[src/rtl/aes_io_ctrl.sv]
// aes_io_ctrl: word-serial front end for a 128-bit AES core.
// Collects 4 key words and 4 plaintext words (MS word first), launches the
// core, waits for its result with a bounded timeout, then streams the
// ciphertext out as 4 words (MS word first) with valid/ready handshaking.
module aes_io_ctrl #(
  parameter int TIMEOUT = 64
) (
  input  logic         clk,
  input  logic         reset,
  input  logic         in_valid,
  output logic         in_ready,
  input  logic [31:0]  in_data,
  output logic         core_start,
  output logic [127:0] core_key,
  output logic [127:0] core_pt,
  input  logic         core_done,
  input  logic [127:0] core_ct,
  output logic         out_valid,
  input  logic         out_ready,
  output logic [31:0]  out_data,
  output logic         out_last,
  output logic         busy,
  output logic         timeout_err
);

  localparam int            TW    = (TIMEOUT > 1) ? $clog2(TIMEOUT) : 1;
  localparam logic [TW-1:0] TLAST = TW'(TIMEOUT - 1);

  typedef enum logic [1:0] {LOAD, START, WAIT, DRAIN} state_t;

  state_t        state;
  logic [2:0]    wcnt;
  logic [1:0]    k;
  logic [1:0]    k_nx;
  logic [TW-1:0] tcnt;
  logic [127:0]  result;
  logic          in_xfer;
  logic          out_xfer;

  assign k_nx     = k + 2'd1;
  assign in_xfer  = in_valid && in_ready;
  assign out_xfer = out_valid && out_ready;

  // Job sequencer: load words, pulse the core, wait with timeout, drain result.
  // All handshake/status outputs are registered and updated with the state.
  always_ff @(posedge clk) begin
    if (reset) begin
      state       <= LOAD;
      wcnt        <= '0;
      k           <= '0;
      tcnt        <= '0;
      core_key    <= '0;
      core_pt     <= '0;
      result      <= '0;
      in_ready    <= 1'b1;
      core_start  <= 1'b0;
      out_valid   <= 1'b0;
      out_data    <= '0;
      out_last    <= 1'b0;
      busy        <= 1'b0;
      timeout_err <= 1'b0;
    end else begin
      core_start  <= 1'b0;
      timeout_err <= 1'b0;
      unique case (state)
        LOAD: begin
          if (in_xfer) begin
            // Words 0..3 fill the key, 4..7 the plaintext; word 0 lands in bits 127:96.
            if (!wcnt[2]) begin
              core_key[{~wcnt[1:0], 5'd0} +: 32] <= in_data;
            end else begin
              core_pt[{~wcnt[1:0], 5'd0} +: 32] <= in_data;
            end
            wcnt <= wcnt + 3'd1;
            if (wcnt == 3'd7) begin
              state      <= START;
              in_ready   <= 1'b0;
              busy       <= 1'b1;
              core_start <= 1'b1;
            end
          end
        end
        START: begin
          state <= WAIT;
          tcnt  <= '0;
        end
        WAIT: begin
          // A done on the last allowed cycle still counts as success.
          if (core_done) begin
            result    <= core_ct;
            out_data  <= core_ct[127:96];
            out_last  <= 1'b0;
            out_valid <= 1'b1;
            k         <= '0;
            state     <= DRAIN;
          end else if (tcnt == TLAST) begin
            timeout_err <= 1'b1;
            wcnt        <= '0;
            in_ready    <= 1'b1;
            busy        <= 1'b0;
            state       <= LOAD;
          end else begin
            tcnt <= tcnt + TW'(1);
          end
        end
        DRAIN: begin
          if (out_xfer) begin
            if (k == 2'd3) begin
              out_valid <= 1'b0;
              out_last  <= 1'b0;
              out_data  <= '0;
              k         <= '0;
              in_ready  <= 1'b1;
              busy      <= 1'b0;
              state     <= LOAD;
            end else begin
              k        <= k_nx;
              out_data <= result[{~k_nx, 5'd0} +: 32];
              out_last <= (k_nx == 2'd3);
            end
          end
        end
        default: state <= LOAD;
      endcase
    end
  end

endmodule

[config.mk]
export PLATFORM = sky130hd
export DESIGN_NAME = aes_io_ctrl
export DESIGN_NICKNAME = d
export VERILOG_FILES = /design/src/rtl/aes_io_ctrl.sv
export SDC_FILE = /design/constraint.sdc
export NUM_CORES = 1
export LEC_CHECK = 0
export ABC_AREA = 1
export CAP_MARGIN = 20
export CORE_MARGIN = 8
export CORE_UTILIZATION = 45
export CTS_CLUSTER_SIZE = 20
export DETAILED_ROUTE_END_ITERATION = 8
export PLACE_DENSITY = 0.73
export SLEW_MARGIN = 0
export SYNTH_ARGS = -nofsm -noshare
export SYNTH_HDL_FRONTEND = slang
export SYNTH_SLANG_ARGS = --single-unit
[constraint.sdc]
create_clock -name clk -period 4 [get_ports clk]
set_input_delay 0.8 -clock clk [delete_from_list [all_inputs] [get_ports clk]]
set_output_delay 0.8 -clock clk [all_outputs]
set_load 0.01 [all_outputs]
# --- Yosys cells after proc, flatten, opt, wreduce, memory -nomap -nowiden ---
# Cells that the tools add are included.
word_totals:
  ff_bits: 435
  inputBits: 165
  output_inout_bits: 294
  elab_cells: 107
classes:
  add_sub_neg: 4
  n_eq_ne: 16
  shifts: 3
  muxes: 46
  bitwise_logic: 6
  n_reduce_logical: 18
op_table:
  columns: ["op", "count"]
  rows:
  - ["128-bit bitwise mux", 2]
  - ["32-bit by 9-bit variable shift with 128-bit output (first input constant)", 1]
  - ["128-bit by 8-bit variable part select with 32-bit output", 1]
  - ["32-bit by 9-bit variable part select with 128-bit output", 1]
  - ["32-bit 2-to-1 mux", 3]
  - ["32-bit case mux with 2 select lines", 1]
  - ["1-bit 2-to-1 mux", 18]
  - ["2-bit 2-to-1 mux", 9]
  - ["2-bit inequality test (second input constant)", 8]
  - ["6-bit 2-to-1 mux", 2]
  - ["6-bit case mux with 2 select lines", 1]
  - ["3-bit AND reduction", 4]
  - ["3-bit 2-to-1 mux", 3]
  - ["7-bit negator with 9-bit output", 1]
  - ["2-bit == test (second input constant)", 4]
  - ["2-bit case mux with 4 select lines", 1]
  - ["4-bit AND reduction", 2]
  - ["7-bit AND reduction", 1]
  - ["6-bit by 1-bit adder with 6-bit output (second input constant)", 1]
  - ["6-bit == test (second input constant)", 1]
  - ["1-bit case mux with 3 select lines", 2]
  - ["3-bit case mux with 2 select lines", 1]
  - ["2-bit nonzero test", 3]
  - ["3-bit OR reduction", 2]
  - ["other kinds (14)", 20]

# --- Longest topological paths before layout ---
# Gate-level depths: netlist (run 1).
depth:
  word_depth: 6
  mapped_depth: 11

# --- Worst setup path before layout (run 1) ---
# OpenSTA, ideal clock, no wires.
synth_timing:
  path_type: "flip-flop to flip-flop"
  startpoint: "register k[0]"
  endpoint: "register out_data[1]"
  setup_ns: 0.070
  t_arrival_ns: 2.091
  path_slack_ns: 1.840
  stages_incl_launch_ff: 11
  path_buffers: 4
  cell_sequence: "dfxtp_1 buf_2 clkinv_1 clkbuf_1 ha_1 clkbuf_1 buf_1 o21ai_0 o21ai_0 nand2_1 a21oi_1"
synth_via:
  elab_chain_cells: 6
  word_cells_on_any_way: 7
synth_rtl:
  columns: ["item", "line_no", "text"]
  rows:
  - ["start: declaration", "33", "logic [1:0] k;"]
  - ["start signal: assignment", "117", "k <= k_nx;"]
  - ["2-bit by 1-bit adder with 2-bit output", "40", "assign k_nx = k + 2'd1;"]
  - ["2-bit inverter", "118", "out_data <= result[{~k_nx, 5'd0} +: 32];"]
  - ["128-bit by 8-bit variable part select with 32-bit output", "118", null]
  - ["32-bit 2-to-1 mux *", "108", "if (k == 2'd3) begin"]
  - ["32-bit 2-to-1 mux *", "107", "if (out_xfer) begin"]
  - ["32-bit case mux with 2 select lines *", "65", "unique case (state)"]
  - ["end signal: assignment", "91", "out_data <= core_ct[127:96];"]
  - ["end signal: assignment", "118", null]
  - ["end: declaration", "20", "output logic [31:0] out_data,"]
# Mark *: on every way between the ends. The rest lies on a longest branch, timed or not. The select of a mux whose other input is x is not followed.
# A chain may end at the register's enable or synchronous reset.

# --- Worst setup path after layout (run 1) ---
layout_timing:
  startpoint: "register wcnt[0]"
  endpoint: "register core_pt[20]"
layout_via:
  elab_chain_cells: 4
  word_cells_on_any_way: 5
layout_rtl:
  columns: ["item", "line_no", "text"]
  rows:
  - ["start: declaration", "32", "logic [2:0] wcnt;"]
  - ["start signal: assignment", "74", "wcnt <= wcnt + 3'd1;"]
  - ["2-bit inverter *", "72", "core_pt[{~wcnt[1:0], 5'd0} +: 32] <= in_data;"]
  - ["7-bit negator with 9-bit output *", "72", null]
  - ["32-bit by 9-bit variable part select with 128-bit output or 32-bit by 9-bit variable shift with 128-bit output (tied branches)", "72", null]
  - ["128-bit bitwise mux *", "72", null]
  - ["end signal: indexed assignment", "72", null]
  - ["end: declaration", "15", "output logic [127:0] core_pt,"]
# Mark *: on every way between the ends. The rest lies on a longest branch, timed or not.

==> results of run 1 <==
-- stage by stage --
| step | setup slack, ps | cell area, sq um | hold slack (ps) |
|---|---|---|---|
| CTS | 1050 | 23400 | 456 |
| floorplan | 1840 | 17200 | 430 |
| finish | 973 | 23400 | 455 |
| global placement | 1150 | 21900 | 440 |
| detailed placement | 1070 | 21900 | 447 |
| global route | 713 | 23400 | 466 |
-- path summary, 6_finish.rpt --
path	cells after the start	start	end	slack [ps]
hold / removal	2	result[52]$_SDFFE_PP0P_	result[52]$_SDFFE_PP0P_	460
setup reg to reg	8	wcnt[0]$_SDFFE_PP0P_	core_pt[20]$_SDFFE_PP0P_	970
setup / recovery	8	wcnt[0]$_SDFFE_PP0P_	core_pt[20]$_SDFFE_PP0P_	970
hold reg to reg	2	result[52]$_SDFFE_PP0P_	result[52]$_SDFFE_PP0P_	460
-- critical path, stage by stage, from the launching register on --
cell and delay [ps]:
dfxtp_1 430, inv_1 240, ha_1 520, clkinv_1 730, nand3_1 270, buf_4 370
nor2_1 100, nand2_1 100, a21oi_1 80
-- placed cells by master, fill, tap and decap left out, drive strengths merged --
| cell type | count |
|---|---|
| inv | 103 |
| nand2 | 389 |
| xor2 | 2 |
| nand3 | 24 |
| nor4 | 1 |
| diode | 3 |
| or2 | 1 |
| clkinv | 7 |
| bufinv | 2 |
| dfxtp | 435 |
| nor2 | 471 |
| ha | 8 |
| nor3 | 78 |
| clkinvlp | 2 |
| a21oi | 306 |
| clkbuf | 77 |
| o21ai | 365 |
| clkdlybuf4s50 | 457 |
| o21bai | 1 |
| nand4 | 2 |
| buf | 21 |
-- area by class of cell --
class,instances,share of cell area [%]
sequential,435,37.2
multi-input combinational,1648,31.4
timing repair buffer,478,20.4
clock buffer,77,6.02
tap,511,2.73
inverter,105,1.70
clock inverter,9,0.507
antenna,3,0.0321
-- kinds of logic after synthesis --
kind of cell	share of synthesized area (%)
buffers and inverters	6.69
and+or+nand+nor	22.5
AOI/OAI and AO/OA	19.6
adders and majority gates	0.582
DFF	50.6
xor gates and xnor gates	0.102
-- routing by layer --
layer	track usage (%)	vias to the layer above	routed length, um
li1	-	8412	-
met1	34.6	8398	26200
met2	45.8	859	31000
met3	11.2	154	7660
met4	13.4	6	3250
met5	0	-	36
-- flip-flops by register name, summed over array words and instances (netlist names) --
signal / count
out_data: 32
core_start: 1
tcnt: 6
result: 128
core_pt: 128
busy: 1
core_key: 128
k: 2
out_valid: 1
wcnt: 3
timeout_err: 1
state: 2
in_ready: 1
out_last: 1
-- power groups by stage --
stage                     sequential [mW]  clock [mW]  combinational, mW
after global placement               5.04           0               2.72
after detailed placement             5.05           0               2.74
after CTS                            4.97        4.39               2.76
after floorplan                      5.14           0               1.39
after global routing                 5.01        4.56               3.01
final                                4.98        4.35               2.78
==> flow_metrics.py, run 1 <==
metrics = {
    "outcome": {
        "outcome": "completed",
    },
    "finish": {
        "fill_cells": 3384,
        "nets": 2888,
        "seqCellArea_sq_um": 8710,
        "drive_above_1_share_pct": 4.40,
        "fin_cells": 3266,
        "fin_util_pct": 62.2,
        "area_delta_synth_final_pct": 36.1,
        "multi_input_area_sq_um": 7360,
    },
    "pwr": {
        "p_int_mw": 8.32,
        "power_switching_mw": 3.79,
        "ir_drop_mv": 0.379,
        "swShare_pct": 31.3,
        "combPwrFrac_pct": 23.0,
        "clkPwrFrac_pct": 35.9,
        "pwr_density_cell_nw_per_um2": 517,
        "total_power_mw": 12.1,
        "p_leak_nw": 9.17,
        "seqPwrFrac_pct": 41.1,
    },
    "setup_path": {
        "critPathMaxFanout": 32,
        "worstPathArrival_ps": 3460,
        "cp-end-kind": "register",
        "start_kind": "register",
        "cp.required_ps": 4440,
        "path_class": "reg2reg",
    },
    "floorplan": {
        "num_rows": 71,
        "die_h_um": 212,
        "start_util_pct": 45.7,
        "design.die.area_sq_um": 44800,
        "die_x_um": 212,
        "num_io_pins": 459,
        "core_area_sq_um": 37700,
    },
    "global_route": {
        "grt.total_usage_pct": 29.0,
        "antenna_found_initial": 5,
        "grt_max_degree": 155,
        "grt.overflow.total": 0,
        "grt_pass1_vias": 17174,
        "grt_pass1_wl_um": 102000,
    },
    "timing": {
        "finalSetupViolations": 0,
        "rsz0062_at_grt": "no",
        "finClkSkew_ps": 29.2,
        "setup-tns-final_ps": 0,
        "worstMarginPinSlew_ps": 1140,
        "fmax_mhz": 330,
        "maxSlewViolCount": 0,
        "max_slew_margin_pct": 23.9,
        "period_share_pct": 75.7,
        "min_period_ps": 3030,
        "finalHoldViolations": 0,
    },
    "synthesis": {
        "syn-cell-area_sq_um": 17200,
        "synth_top_cells_by_area": "dfxtp_1, o21ai_0, nor2_1, a21oi_1, nand2_1",
        "syn-mean-instance-area_sq_um": 7.29,
        "synth_ff_type": "dfxtp_1",
        "async_reset_ff_share_pct": 0,
        "yosysWarnings": 0,
        "synth.most_common_cell": "nor2_1",
        "ys_seq_elements": 435,
        "synth.top_cell.area_share_pct": 50.6,
        "synth_cell_type_count": 28,
        "netlist_instances": 2360,
        "synth_nets": 2533,
        "ys_seq_area_share_pct": 50.6,
        "synth_commonest_cells": "nor2_1, dfxtp_1, nand2_1",
        "yosysTopAreaCell": "dfxtp_1",
        "synth_edf_count": 0,
    },
    "clocking": {
        "cts_tree": "yes",
        "post_cts_resized": 0,
        "path_clk_slew_ps": 60,
        "clock_sinks": 435,
        "clkLatencyLatePin_ps": 590,
        "cts-root-buf": "clkbuf_16",
        "htreeDepth": 2,
        "clockBufferDepth": 3,
        "post_cts_buffers": 0,
        "numCtsBuffers": 47,
        "cts_hold_buf": 0,
    },
    "drt": {
        "antenna_left": 0,
        "dr.pass1.iters": 6,
        "vias_per_cell": 5.46,
        "drt_wl_total_um": 68100,
        "via_count": 17829,
        "post-route-drc-count": 0,
        "dr.first_iter.drc_count": 1529,
        "wl_per_cell_um": 20.9,
    },
    "min_path": {
        "hold_path.class": "reg2reg",
    },
    "flow_run": {
        "maxCapViolCount": 0,
    },
    "placed_design": {
        "place_congestion": 0.870,
        "place_inst": 3177,
        "portBuffers": 458,
        "hpwl_um": 46100,
    },
}
(Power assumes the default switching activity.)
==> run 2: changes to the inputs <==
==> constraint.sdc (replaced) <==
create_clock -name clk -period 3.05 [get_ports clk]
set_input_delay 0.61 -clock clk [delete_from_list [all_inputs] [get_ports clk]]
set_output_delay 0.61 -clock clk [all_outputs]
set_load 0.01 [all_outputs]
==> run 2 against run 1 <==
Against the previous run: worst hold slack got worse by 3.0 ps; clock skew decreased by 16 ps; power increased by 31%; wire length increased by 0.14%; critical path depth decreased by 2; fmax increased by 18%; non-clock buffer count increased by 7; final area increased by 0.45%; critical endpoint is now core_pt[68]$_SDFFE_PP0P_; highest routed layer unchanged.
==> flow_metrics.py, run 2 (synthesis gave the netlist of run 1 again) <==
metrics = {
    "setup_path": {
        "start_kind": "register",
        "worstPathArrival_ps": 3050,
        "path_cells": "inv_1, ha_1, nand2_1, nor3_1, nand2_1, a21oi_1",
        "r2r_setup_slack_ps": 490,
        "cp.required_ps": 3530,
        "crit_top_cell": "nand2_1",
        "r2r_cells": 6,
        "cp-end-kind": "register",
        "r2r-end": "core_pt[68]$_SDFFE_PP0P_",
        "critPathMaxFanout": 25,
        "cp_top_family": "simple AND/OR/NAND/NOR gates",
        "path_class": "reg2reg",
        "critPathSlowestCell": "nor3_1",
        "cp.buffers_inverters": 1,
        "max_stage_delay_ps": 570,
        "worstReg2RegStart": "wcnt[0]$_SDFFE_PP0P_",
    },
    "flow_run": {
        "maxCapViolCount": 0,
    },
    "pwr": {
        "ir_drop_mv": 0.553,
        "p_leak_nw": 9.25,
        "pwr_density_cell_nw_per_um2": 675,
    },
    "clocking": {
        "clock_sinks": 435,
        "htreeDepth": 2,
        "clkLatencyLatePin_ps": 560,
        "post_cts_buffers": 0,
        "numCtsBuffers": 47,
        "cts_hold_buf": 0,
        "cts_tree": "yes",
        "clockBufferDepth": 3,
        "post_cts_resized": 0,
        "cts-root-buf": "clkbuf_16",
        "path_clk_slew_ps": 60,
    },
    "drt": {
        "drt_wl_total_um": 68200,
        "dr.first_iter.drc_count": 2023,
        "post-route-drc-count": 0,
        "wl_per_cell_um": 20.8,
        "dr.pass1.iters": 7,
        "via_count": 17753,
        "vias_per_cell": 5.43,
        "antenna_left": 0,
    },
    "min_path": {
        "hold_path.class": "reg2reg",
        "min_to": "result[52]$_SDFFE_PP0P_",
        "holdPathStages": 2,
        "min_from": "result[52]$_SDFFE_PP0P_",
    },
    "global_route": {
        "grt.total_usage_pct": 29.1,
        "grtUsageMet1_pct": 35.3,
        "gr-usage-met3_pct": 9.20,
        "grt.overflow.total": 0,
        "gr-usage-met2_pct": 45.9,
        "grt_pass1_vias": 17423,
        "grt_max_degree": 166,
        "antenna_found_initial": 9,
        "grt_pass1_wl_um": 102000,
        "grt.busiest_layer": "met2",
    },
    "timing": {
        "finClkSkew_ps": 13.5,
        "fmax_mhz": 390,
        "worstMarginPinSlew_ps": 955,
        "min_period_ps": 2560,
        "finalHoldViolations": 0,
        "maxSlewViolCount": 0,
        "period_share_pct": 84.1,
        "setup-tns-final_ps": 0,
        "max_slew_margin_pct": 36.3,
        "rsz0062_at_grt": "no",
        "finalSetupViolations": 0,
    },
    "finish": {
        "top_regs": "core_key: 128 flops, core_pt: 128 flops, result: 128 flops",
        "area_delta_synth_final_pct": 36.7,
        "layout_common_cells": "nor2_1, clkdlybuf4s50_1, dfxtp_1",
        "drive_above_1_share_pct": 4.90,
        "seqCellArea_sq_um": 8710,
        "final_common_cell": "nor2_1",
        "final_area_sq_um": 23500,
        "fill_cells": 3385,
        "multi_input_area_sq_um": 7360,
        "nets": 2895,
    },
    "placed_design": {
        "place_congestion": 0.910,
        "hpwl_um": 45800,
        "portBuffers": 458,
        "place_area_sq_um": 22000,
    },
    "floorplan": {
        "num_rows": 71,
        "die_h_um": 212,
        "design.die.area_sq_um": 44800,
        "core_area_sq_um": 37700,
        "start_util_pct": 45.7,
        "die_x_um": 212,
        "num_io_pins": 459,
    },
    "outcome": {
        "outcome": "completed",
    },
}
## run 2: power breakdown
| group | switching, mW | internal, mW |
|---|---|---|
| logic | 2.29 | 1.43 |
| clock network | 2.31 | 3.29 |
| registers | 0.341 | 6.22 |
| total | 4.94 | 10.9 |
## run 2: worst max path at each step
stage	startpoint	cells after the start	slack [ps]	endpoint
after floorplan	k[0]$_SDFFE_PP0P_	10	890	out_data[1]$_SDFFE_PP0P_
after global placement	in_valid	8	490	core_key[124]$_SDFFE_PP0P_
after detailed placement	in_valid	8	410	core_key[98]$_SDFFE_PP0P_
after CTS	wcnt[0]$_SDFFE_PP0P_	6	540	core_pt[68]$_SDFFE_PP0P_
after global routing	wcnt[0]$_SDFFE_PP0P_	6	390	core_pt[68]$_SDFFE_PP0P_
final	wcnt[0]$_SDFFE_PP0P_	6	490	core_pt[68]$_SDFFE_PP0P_
## run 2: through the flow
stage | hold WS, ps | util (%) | power, mW | instances | setup slack (ps)
final | 452 | 62.5 | 15.9 | 3272 | 486
after global routing | 474 | 62.5 | 16.5 | 3270 | 394
after CTS | 456 | 62.4 | 15.9 | 3266 | 536
after detailed placement | 448 | 58.4 | 10.3 | 3183 | 413
after global placement | 439 | 58.4 | 10.2 | 3183 | 486
after floorplan | 430 | - | 8.55 | 2360 | 890
## run 2: worst register-to-register path, cell delays in order, from the launching register on
cell     delay, ps
dfxtp_1        430
inv_1          250
ha_1           440
nand2_1        510
nor3_1         580
nand2_1        110
a21oi_1        170
## run 2: final cells by class
class                           instances  area share (%)
Sequential cell                       435            37.0
Multi-Input combinational cell       1648            31.3
Timing Repair Buffer                  485            20.8
Clock buffer                           68            5.84
Tap cell                              511            2.72
Inverter                              105            1.70
Clock inverter                         15           0.564
Antenna cell                            5          0.0532
## run 2: routing by layer
layer / routed length, um / part of all wire [%]
met3: 7290 / 11
met4: 3770 / 5.5
met2: 30800 / 45
met1: 26300 / 39
met5: 54 / 0.079
